`config.mk`:
```
export PLATFORM = sky130hd
export DESIGN_NAME = alu_acc_seq_flat
export DESIGN_NICKNAME = d
export VERILOG_FILES = /design/src/rtl/alu_acc_seq_if.sv /design/src/rtl/alu_acc_seq.sv /design/src/flat_wrapper.sv
export SDC_FILE = /design/constraint.sdc
export NUM_CORES = 1
export LEC_CHECK = 0
export ABC_AREA = 0
export ABC_CLOCK_PERIOD_IN_PS = 3500
export CAP_MARGIN = 10
export CORE_UTILIZATION = 59
export CTS_CLUSTER_SIZE = 8
export DETAILED_ROUTE_END_ITERATION = 10
export PLACE_DENSITY_LB_ADDON = 0.25
export SLEW_MARGIN = 25
export SYNTH_ARGS = -nofsm -noshare
export SYNTH_HDL_FRONTEND = slang
export SYNTH_SLANG_ARGS = --single-unit
export TNS_END_PERCENT = 20
```
`constraint.sdc`:
```
create_clock -name clk -period 3.5 [get_ports clk]
set_clock_uncertainty 0.1 [all_clocks]
set_input_delay 0.7 -clock clk [delete_from_list [all_inputs] [get_ports clk]]
set_output_delay 0.7 -clock clk [all_outputs]
set_load 0.1 [all_outputs]
```
`src/rtl/alu_acc_seq_if.sv`:
```
// Command/result bundle for alu_acc_seq.
// master drives commands, slave is the ALU.
interface alu_acc_seq_if #(
  parameter int WIDTH = 8
);
  logic             on;
  logic             start;
  logic [2:0]       in_sel;
  logic [6:0]       op_sel;
  logic [WIDTH-1:0] num1;
  logic [WIDTH-1:0] num2;
  logic [WIDTH-1:0] out;
  logic             busy;
  logic             done;
  logic             err;
  logic [1:0]       state;

  modport master (
    output on, start, in_sel, op_sel,
    output num1, num2,
    input  out, busy, done, err, state
  );

  modport slave (
    input  on, start, in_sel, op_sel,
    input  num1, num2,
    output out, busy, done, err, state
  );
endinterface

```
`src/rtl/alu_acc_seq.sv`:
```
// Sequential accumulator ALU with serial multiplier and sticky error.
// Define ALU_SAT_EN to saturate instead of wrap on overflow.
module alu_acc_seq #(
  parameter int WIDTH = 8
) (
  input logic         clk,
  input logic         rst,
  alu_acc_seq_if.slave bus
);
  localparam int CW = $clog2(WIDTH);

  typedef enum logic [1:0] {
    OFF   = 2'b00,
    READY = 2'b01,
    RUN   = 2'b10,
    ERR   = 2'b11
  } state_t;

  state_t             state_q, state_n;
  logic [WIDTH-1:0]   out_q, out_n;
  logic [WIDTH-1:0]   a_q, a_n;
  logic [WIDTH-1:0]   b_q, b_n;
  logic [6:0]         op_q, op_n;
  logic               err_q, err_n;
  logic               done_q, done_n;
  logic [CW-1:0]      cnt_q, cnt_n;
  logic [2*WIDTH-1:0] prod_q, prod_n;
  logic [2*WIDTH-1:0] mcand_q, mcand_n;
  logic [2*WIDTH-1:0] psum;
  logic [WIDTH:0]     sum, diff;
  logic [WIDTH-1:0]   res, a_sel;
  logic               ovf, op_hot, cmd_ok;

  assign op_hot = (bus.op_sel != 7'd0) &&
    ((bus.op_sel & (bus.op_sel - 7'd1)) == 7'd0);
  assign cmd_ok = (|bus.in_sel[1:0]) && op_hot;
  assign a_sel  = bus.in_sel[1] ? bus.num1 : out_q;

  // b_q doubles as the multiplier shift register during MUL
  always_comb begin
    sum  = {1'b0, a_q} + {1'b0, b_q};
    diff = {1'b0, a_q} - {1'b0, b_q};
    psum = prod_q + (b_q[0] ? mcand_q : '0);
    res  = '0;
    ovf  = 1'b0;
    unique case (1'b1)
      op_q[6]: begin
        res = psum[WIDTH-1:0];
        ovf = |psum[2*WIDTH-1:WIDTH];
      end
      op_q[5]: begin
        res = diff[WIDTH-1:0];
        ovf = diff[WIDTH];
      end
      op_q[4]: begin
        res = sum[WIDTH-1:0];
        ovf = sum[WIDTH];
      end
      op_q[3]: res = ~a_q;
      op_q[2]: res = a_q ^ b_q;
      op_q[1]: res = a_q | b_q;
      op_q[0]: res = a_q & b_q;
      default: res = '0;
    endcase
`ifdef ALU_SAT_EN
    if (ovf) res = op_q[5] ? '0 : '1;
`else
    res = res;
`endif
  end

  always_comb begin
    state_n = state_q;
    out_n   = out_q;
    a_n     = a_q;
    b_n     = b_q;
    op_n    = op_q;
    err_n   = err_q;
    done_n  = 1'b0;
    cnt_n   = cnt_q;
    prod_n  = prod_q;
    mcand_n = mcand_q;
    unique case (state_q)
      OFF: begin
        if (bus.on) state_n = READY;
      end
      READY: begin
        if (!bus.on) begin
          state_n = OFF;
          out_n   = '0;
          err_n   = 1'b0;
        end else if (bus.start) begin
          if (bus.in_sel[2]) begin
            out_n  = '0;
            err_n  = 1'b0;
            done_n = 1'b1;
          end else if (cmd_ok) begin
            a_n     = a_sel;
            b_n     = bus.num2;
            op_n    = bus.op_sel;
            err_n   = 1'b0;
            cnt_n   = '0;
            prod_n  = '0;
            mcand_n = {{WIDTH{1'b0}}, a_sel};
            state_n = RUN;
          end else begin
            err_n   = 1'b1;
            state_n = ERR;
          end
        end
      end
      RUN: begin
        if (!bus.on) begin
          state_n = OFF;
          out_n   = '0;
          err_n   = 1'b0;
        end else if (op_q[6] &&
                     cnt_q != CW'(WIDTH-1)) begin
          prod_n  = psum;
          mcand_n = mcand_q << 1;
          b_n     = b_q >> 1;
          cnt_n   = cnt_q + CW'(1);
        end else begin
          out_n   = res;
          done_n  = 1'b1;
          err_n   = ovf;
          state_n = ovf ? ERR : READY;
        end
      end
      ERR: begin
        if (!bus.on) begin
          state_n = OFF;
          out_n   = '0;
          err_n   = 1'b0;
        end else begin
          state_n = READY;
        end
      end
      default: state_n = OFF;
    endcase
  end

  always_ff @(posedge clk or negedge rst) begin
    if (!rst) begin
      state_q <= OFF;
      out_q   <= '0;
      a_q     <= '0;
      b_q     <= '0;
      op_q    <= '0;
      err_q   <= 1'b0;
      done_q  <= 1'b0;
      cnt_q   <= '0;
      prod_q  <= '0;
      mcand_q <= '0;
    end else begin
      state_q <= state_n;
      out_q   <= out_n;
      a_q     <= a_n;
      b_q     <= b_n;
      op_q    <= op_n;
      err_q   <= err_n;
      done_q  <= done_n;
      cnt_q   <= cnt_n;
      prod_q  <= prod_n;
      mcand_q <= mcand_n;
    end
  end

  assign bus.out   = out_q;
  assign bus.busy  = (state_q == RUN);
  assign bus.done  = done_q;
  assign bus.err   = err_q;
  assign bus.state = state_q;
endmodule

```
`src/flat_wrapper.sv`:
```
// flat-port wrapper written by rule: the top's interface ports become plain ports
module alu_acc_seq_flat 
#(
  parameter int WIDTH = 8
)
  (clk, rst, bus_on, bus_start, bus_in_sel, bus_op_sel, bus_num1, bus_num2, bus_out, bus_busy, bus_done, bus_err, bus_state);
  alu_acc_seq_if #(.WIDTH(WIDTH)) bus_i ();
  input logic clk;
  input logic rst;
  input wire logic [$bits(bus_i.on)-1:0] bus_on;
  input wire logic [$bits(bus_i.start)-1:0] bus_start;
  input wire logic [$bits(bus_i.in_sel)-1:0] bus_in_sel;
  input wire logic [$bits(bus_i.op_sel)-1:0] bus_op_sel;
  input wire logic [$bits(bus_i.num1)-1:0] bus_num1;
  input wire logic [$bits(bus_i.num2)-1:0] bus_num2;
  output wire logic [$bits(bus_i.out)-1:0] bus_out;
  output wire logic [$bits(bus_i.busy)-1:0] bus_busy;
  output wire logic [$bits(bus_i.done)-1:0] bus_done;
  output wire logic [$bits(bus_i.err)-1:0] bus_err;
  output wire logic [$bits(bus_i.state)-1:0] bus_state;
  assign bus_i.on = bus_on;
  assign bus_i.start = bus_start;
  assign bus_i.in_sel = bus_in_sel;
  assign bus_i.op_sel = bus_op_sel;
  assign bus_i.num1 = bus_num1;
  assign bus_i.num2 = bus_num2;
  assign bus_out = bus_i.out;
  assign bus_busy = bus_i.busy;
  assign bus_done = bus_i.done;
  assign bus_err = bus_i.err;
  assign bus_state = bus_i.state;
  alu_acc_seq #(.WIDTH(WIDTH)) u_core (.clk(clk), .rst(rst), .bus(bus_i));
endmodule
```
* Word-level counts from Yosys, hierarchy flattened *
Cells that the tools add are included.

word-level totals
  register bits = 70

cells by class
  add/subtract/negate cells = 5
  eq/ne operators = 16
  bitwise gates (word level) = 6
  multiplexer cells = 63
  reductions and logical operators = 15

operators by type and width
  cell                                          count
  16-bit two-way mux                            13
  8-bit two-way mux                             13
  16-bit one-hot mux with 2 select lines        2
  8-bit one-hot mux with 7 select lines         1
  8-bit one-hot mux with 3 select lines         1
  3-bit two-way mux                             6
  16-bit adder                                  1
  8-bit one-hot mux with 2 select lines         1
  3-bit inequality test, second input constant  5
  1-bit two-way mux                             14
  2-bit two-way mux                             7
  2-bit inequality test, second input constant  6
  5-bit AND reduction                           2
  8-bit by 8-bit adder with 9-bit output        1
  8-bit by 8-bit subtractor with 9-bit output   1
  8-bit bitwise AND                             1
  8-bit inverter                                1
  8-bit OR                                      1
  2-bit one-hot mux with 4 select lines         1
  4-bit AND reduction                           2
  8-bit OR reduction                            1
  8-bit XOR                                     1
  7-bit bitwise AND                             1
  7-bit logical NOT                             1
  16 further kinds                              21

* Longest topological paths before layout *
  depth after elaboration = 10
  depth in mapped cells = 13

* Worst setup path before layout *
No wires, ideal clock.

  kind = flip-flop to flip-flop
  start = reg u_core.state_q[1] (netlist: u_core.bus.state[1])
  end = reg u_core.prod_q[10]
  arrival = 3414 ps
  data required time = 3317 ps
  slack = -96 ps
  stages on the path, launching flop included = 7
  path buffers = 3
  path through = dfrtp_1 > ha_1 > clkbuf_1 > clkbuf_1 > dlygate4sd3_1 > nand2_1 > o21ai_0

on the way
  word-level cells in the longest chain between the ends = 3
  elaborated cells between the ends (all ways) = 11
  classes of those cells = eq/ne: 8; mux: 1; reduce/logical: 2

RTL lines
  what                                                                                       line                text
  start, declared                                                                            alu_acc_seq.sv:19   state_t state_q, state_n;
  start signal, assigned                                                                     alu_acc_seq.sv:156  state_q <= state_n;
  2-bit == test *                                                                            --
  named net bus_busy                                                                         flat_wrapper.sv:17  output wire logic [$bits(bus_i.busy)-1:0] bus_busy;
  2-bit by 1-bit inequality test with 1-bit output (no source line) (tied with other cells)  --
  7-bit AND reduction (no source line)                                                       --
  end signal, assigned                                                                       alu_acc_seq.sv:164  prod_q <= prod_n;
  end, declared                                                                              alu_acc_seq.sv:27   logic [2*WIDTH-1:0] prod_q, prod_n;

Mark *: on every way through the listed nets, which the timed path passes. The rest lies on a longest branch.
A chain may end at the register's enable or synchronous reset.

* Worst setup path in the final report *
  start = reg u_core.b_q[0]
  end = reg u_core.state_q[1] (netlist: u_core.bus.state[1])

on the way
  word-level cells in the longest chain between the ends = 8
  elaborated cells between the ends (all ways) = 10
  classes of those cells = add/sub: 3; mux: 6; reduce/logical: 1

RTL lines
  what                                     line                text
  start, declared                          alu_acc_seq.sv:22   logic [WIDTH-1:0] b_q, b_n;
  start signal, assigned                   alu_acc_seq.sv:159  b_q <= b_n;
  16-bit two-way mux                       alu_acc_seq.sv:43   psum = prod_q + (b_q[0] ? mcand_q : '0);
  16-bit adder                             alu_acc_seq.sv:43
  8-bit OR reduction                       alu_acc_seq.sv:49   ovf = |psum[2*WIDTH-1:WIDTH];
  1-bit one-hot mux with 3 select lines *  alu_acc_seq.sv:46   unique case (1'b1)
  2-bit two-way mux *                      alu_acc_seq.sv:127  state_n = ovf ? ERR : READY;
  2-bit two-way mux *                      alu_acc_seq.sv:117  end else if (op_q[6] &&
  2-bit two-way mux *                      alu_acc_seq.sv:113  if (!bus.on) begin
  2-bit one-hot mux with 4 select lines *  alu_acc_seq.sv:83   unique case (state_q)

Every way passes the cells marked *; elsewhere a longest branch is shown, timed or not. The select of a mux whose other input is x is not followed.

==> flow_summary.toml <==
[yosys]
synth_edf_count = 0
synth-adder-area-share_pct = 12.6
synthSimpleGateAreaFrac_pct = 16.4
syn-instance-count = 594
synth_top_family_by_area = "compound AO/OA/AOI/OAI gates"
synth-xor-area-share_pct = 2.91
synth_warnings = 0
synth_cell_types = 71
synth_compound_area_share_pct = 23.2
async_flop_share_pct = 100
synth_area_um2 = 5120
synthMuxAreaShare_pct = 4.86
ys.flop_type = "dfrtp_1"
syn_nets = 673
yosys_register_bits = 70
syn_area_per_cell_um2 = 8.62
ys_seq_area_share_pct = 34.2

[timing]
slew_violations = 0
period_needed_ps = 3270
finalSetupViolCount = 0
fin_crit_sh_pct = 93.3
hold_viol = 0
rsz0062_at_grt = "no"
setup_tns_ps = 0
relSlewSlack_pct = 35.5
finalWorstSetupSlack_ps = 234
tightest_slew_ps = 964
clock.fmax_mhz = 306

[clock_tree]
cts_tree = "done"
clk_path_buf_depth = 2
htree_num_levels = 3
clk_pin_slew_worst_paths_ps = 80
cts_sinks = 70
clk_latency_ps = 360
cts_hold_buffers = 0
cts_root_buf = "clkbuf_8"
numCtsBuffers = 9

[drt]
vias_per_cell = 6.09
vias = 4516
drt_wl_total_um = 12900
ant_nets = 0
initialDrtViolationCount = 286
wl_per_cell_um = 17.4
remaining_drc_errors = 0
drt-pass1-iter-count = 5

[global_route]
grt_overflow_total = 0
grt_pass1_vias = 4360
grt_pass1_wl_um = 21400
grt_max_degree = 59
antenna_found_initial = 0
grtUsageTotal_pct = 30.9

[worst_setup_path]
cp_num_cells = 12
crit_start = "u_core.b_q[0]"
critical_path.slowest_cell = "dfrtp_1"
worst-path-buf-inv = 2
r2r_slack_ps = 230
reg2reg_depth = 12
crit_path_start_kind = "flop"
worst_path_dominant_cell_family = "compound AO/OA/AOI/OAI gates"
arrival_ps = 3400
crit_type = "flop to flop"
cp-end-kind = "flop"
r2r_end = "u_core.bus.state[1]"
timing.rr.start = "u_core.b_q[0]"
max_stage_delay_ps = 430
critPathCapture = "u_core.bus.state[1]"
cp.required_ps = 3640
cp_max_fo = 9
worstPathCellList = "buf_4 > buf_4 > and2_1 > ha_1 > a21oi_2 > o21ai_1 > a31oi_1 > nor2_1 > or3_1 > xor2_1 > o41ai_2 > o21ai_1"

[die]
io_pins = 43
rows = 33
start_util_pct = 61.7
coreArea_um2 = 8300
dieHeight_um = 95.1
die_x_um = 95.1
fp.dieArea_um2 = 9050

[placed_design]
gp_congestion = 1.00
port_buffers = 42
post-place-cells = 725
dpl_worst_slack_ps = 247
hpwl_um = 9480

[cells_and_area]
area_growth_pct = 14.4
num-nets-final = 710
stdcell_count = 741
n_antenna_cell = 0
drive_gt1_share_pct = 10.5
n_fill_cell = 643
final_core_util_pct = 70.5
register_area_um2 = 1750
multi_input_area_um2 = 3080

[power]
p_leak_nw = 2.78
ir_drop_mv = 0.328
power_density_nw_per_um2 = 616

[job]
cap_violations = 0

[worst_hold_path]
hold_class = "input port to async pin"

[outcome]
run_status = "completed"
==> placed cells by master (no fill, tap or decap), drive strengths merged, types with 3 or more instances in the layout <==
cell,count
a211o,3
a211oi,4
a21o,16
a21oi,37
a221oi,4
a22o,5
a22oi,5
a31oi,5
and2,15
and3,5
buf,26
bufinv,3
clkbuf,11
clkdlybuf4s50,29
dfrtp,70
fa,3
ha,46
inv,39
mux2,7
mux2i,17
nand2,97
nand2b,4
nand3,10
nand3b,3
nor2,18
nor3,8
o211ai,6
o21a,3
o21ai,70
o31ai,3
or2,3
or3,6
xnor2,7
xor2,10
==> repair_timing <==
| action | CTS | global route |
|---|---|---|
| gates resized for setup | 0 | 1 |
| buffers inserted | 0 | 0 |
| endpoints found under the setup margin | 0 | 2 |
| endpoints found under the hold margin | 0 | 0 |
==> how the worst min path moves through the flow <==
| stage | endpoint | slack [ps] | depth (start not counted) |
|---|---|---|---|
| floorplan | u_core.a_q[0] | 300 | 0 |
| global placement | u_core.prod_q[2] | 370 | 2 |
| detailed placement | u_core.mcand_q[15] | 380 | 2 |
| CTS | u_core.bus.out[4] | 230 | 1 |
| global route | u_core.bus.out[4] | 270 | 1 |
| finish | u_core.bus.out[4] | 220 | 1 |
==> cells in the mapped netlist, types with 5 or more instances <==
cell,number,share of area [%]
nor3_1,7,0.68
dfrtp_1,70,34
clkbuf_1,16,1.2
o211ai_1,6,0.88
a21oi_1,36,3.5
nand3_1,10,0.98
mux2i_1,17,3.3
and3_1,5,0.61
inv_1,39,2.9
mux2_2,7,1.5
nor2_1,18,1.3
buf_2,9,0.88
and2_1,14,1.7
a22oi_1,5,0.73
xor2_1,10,1.7
a21o_1,14,2.1
o21ai_0,66,6.5
or3_1,5,0.61
xnor2_1,7,1.2
nand2_1,97,7.1
a22o_1,5,0.86
a31oi_1,5,0.61
ha_1,46,11
==> cell type report <==
class / count / area share [%]
Clock inverter: 5 / 1.82
Clock buffer: 11 / 2.42
Inverter: 39 / 2.50
Multi-Input combinational cell: 456 / 52.6
Tap cell: 105 / 2.24
Timing Repair Buffer: 55 / 8.46
Sequential cell: 70 / 29.9
==> layer usage <==
layer / track usage (%) / part of all wire [%] / up-vias
met1: 42.4 / 43 / 2131
met2: 51.6 / 49 / 182
met3: 4.23 / 6.5 / 25
met5: 0 / 0 / -
met4: 6.94 / 1.6 / 0
li1: - / - / 2178
==> where the power goes <==
part | switching [mW] | internal (mW) | total, mW
sequential | 0.160 | 0.938 | 1.10
combinational | 1.10 | 0.570 | 1.67
clock | 0.339 | 0.495 | 0.834
==> through the flow <==
stage / total power, mW / hold WS, ps / area, um2
final: 3.60 / 219 / 5850
after global routing: 3.83 / 267 / 5850
after CTS: 3.60 / 229 / 5850
after detailed placement: 2.76 / 381 / 5600
after global placement: 2.71 / 369 / 5600
after floorplan: 2.29 / 304 / 5120
==> registers in the layout, indices dropped and copies added, names as in the netlist <==
| name | flops |
|---|---|
| u_core.cnt_q | 3 |
| u_core.bus.done | 1 |
| u_core.bus.out | 8 |
| u_core.bus.err | 1 |
| u_core.prod_q | 16 |
| u_core.bus.state | 2 |
| u_core.b_q | 8 |
| u_core.mcand_q | 16 |
| u_core.a_q | 8 |
| u_core.op_q | 7 |
==> cells by family after synthesis <==
family / after synthesis
AO/OA/AOI/OAI: 185
AND/OR/NAND/NOR: 180
flip-flops: 70
buffers and inverters: 68
adder cells (fa/ha/maj): 50
multiplexers: 24
XOR/XNOR: 17
==> worst register-to-register path: cells and delay by family (launching register included) <==
kind / cells / cell delay [ps]
and+or+nand+nor: 3 / 590
xor gates and xnor gates: 1 / 180
buffers and inverters: 2 / 340
adders and majority gates: 1 / 360
DFF: 1 / 430
AOI/OAI and AO/OA: 5 / 1140
Power figures use the tool's default switching activity.
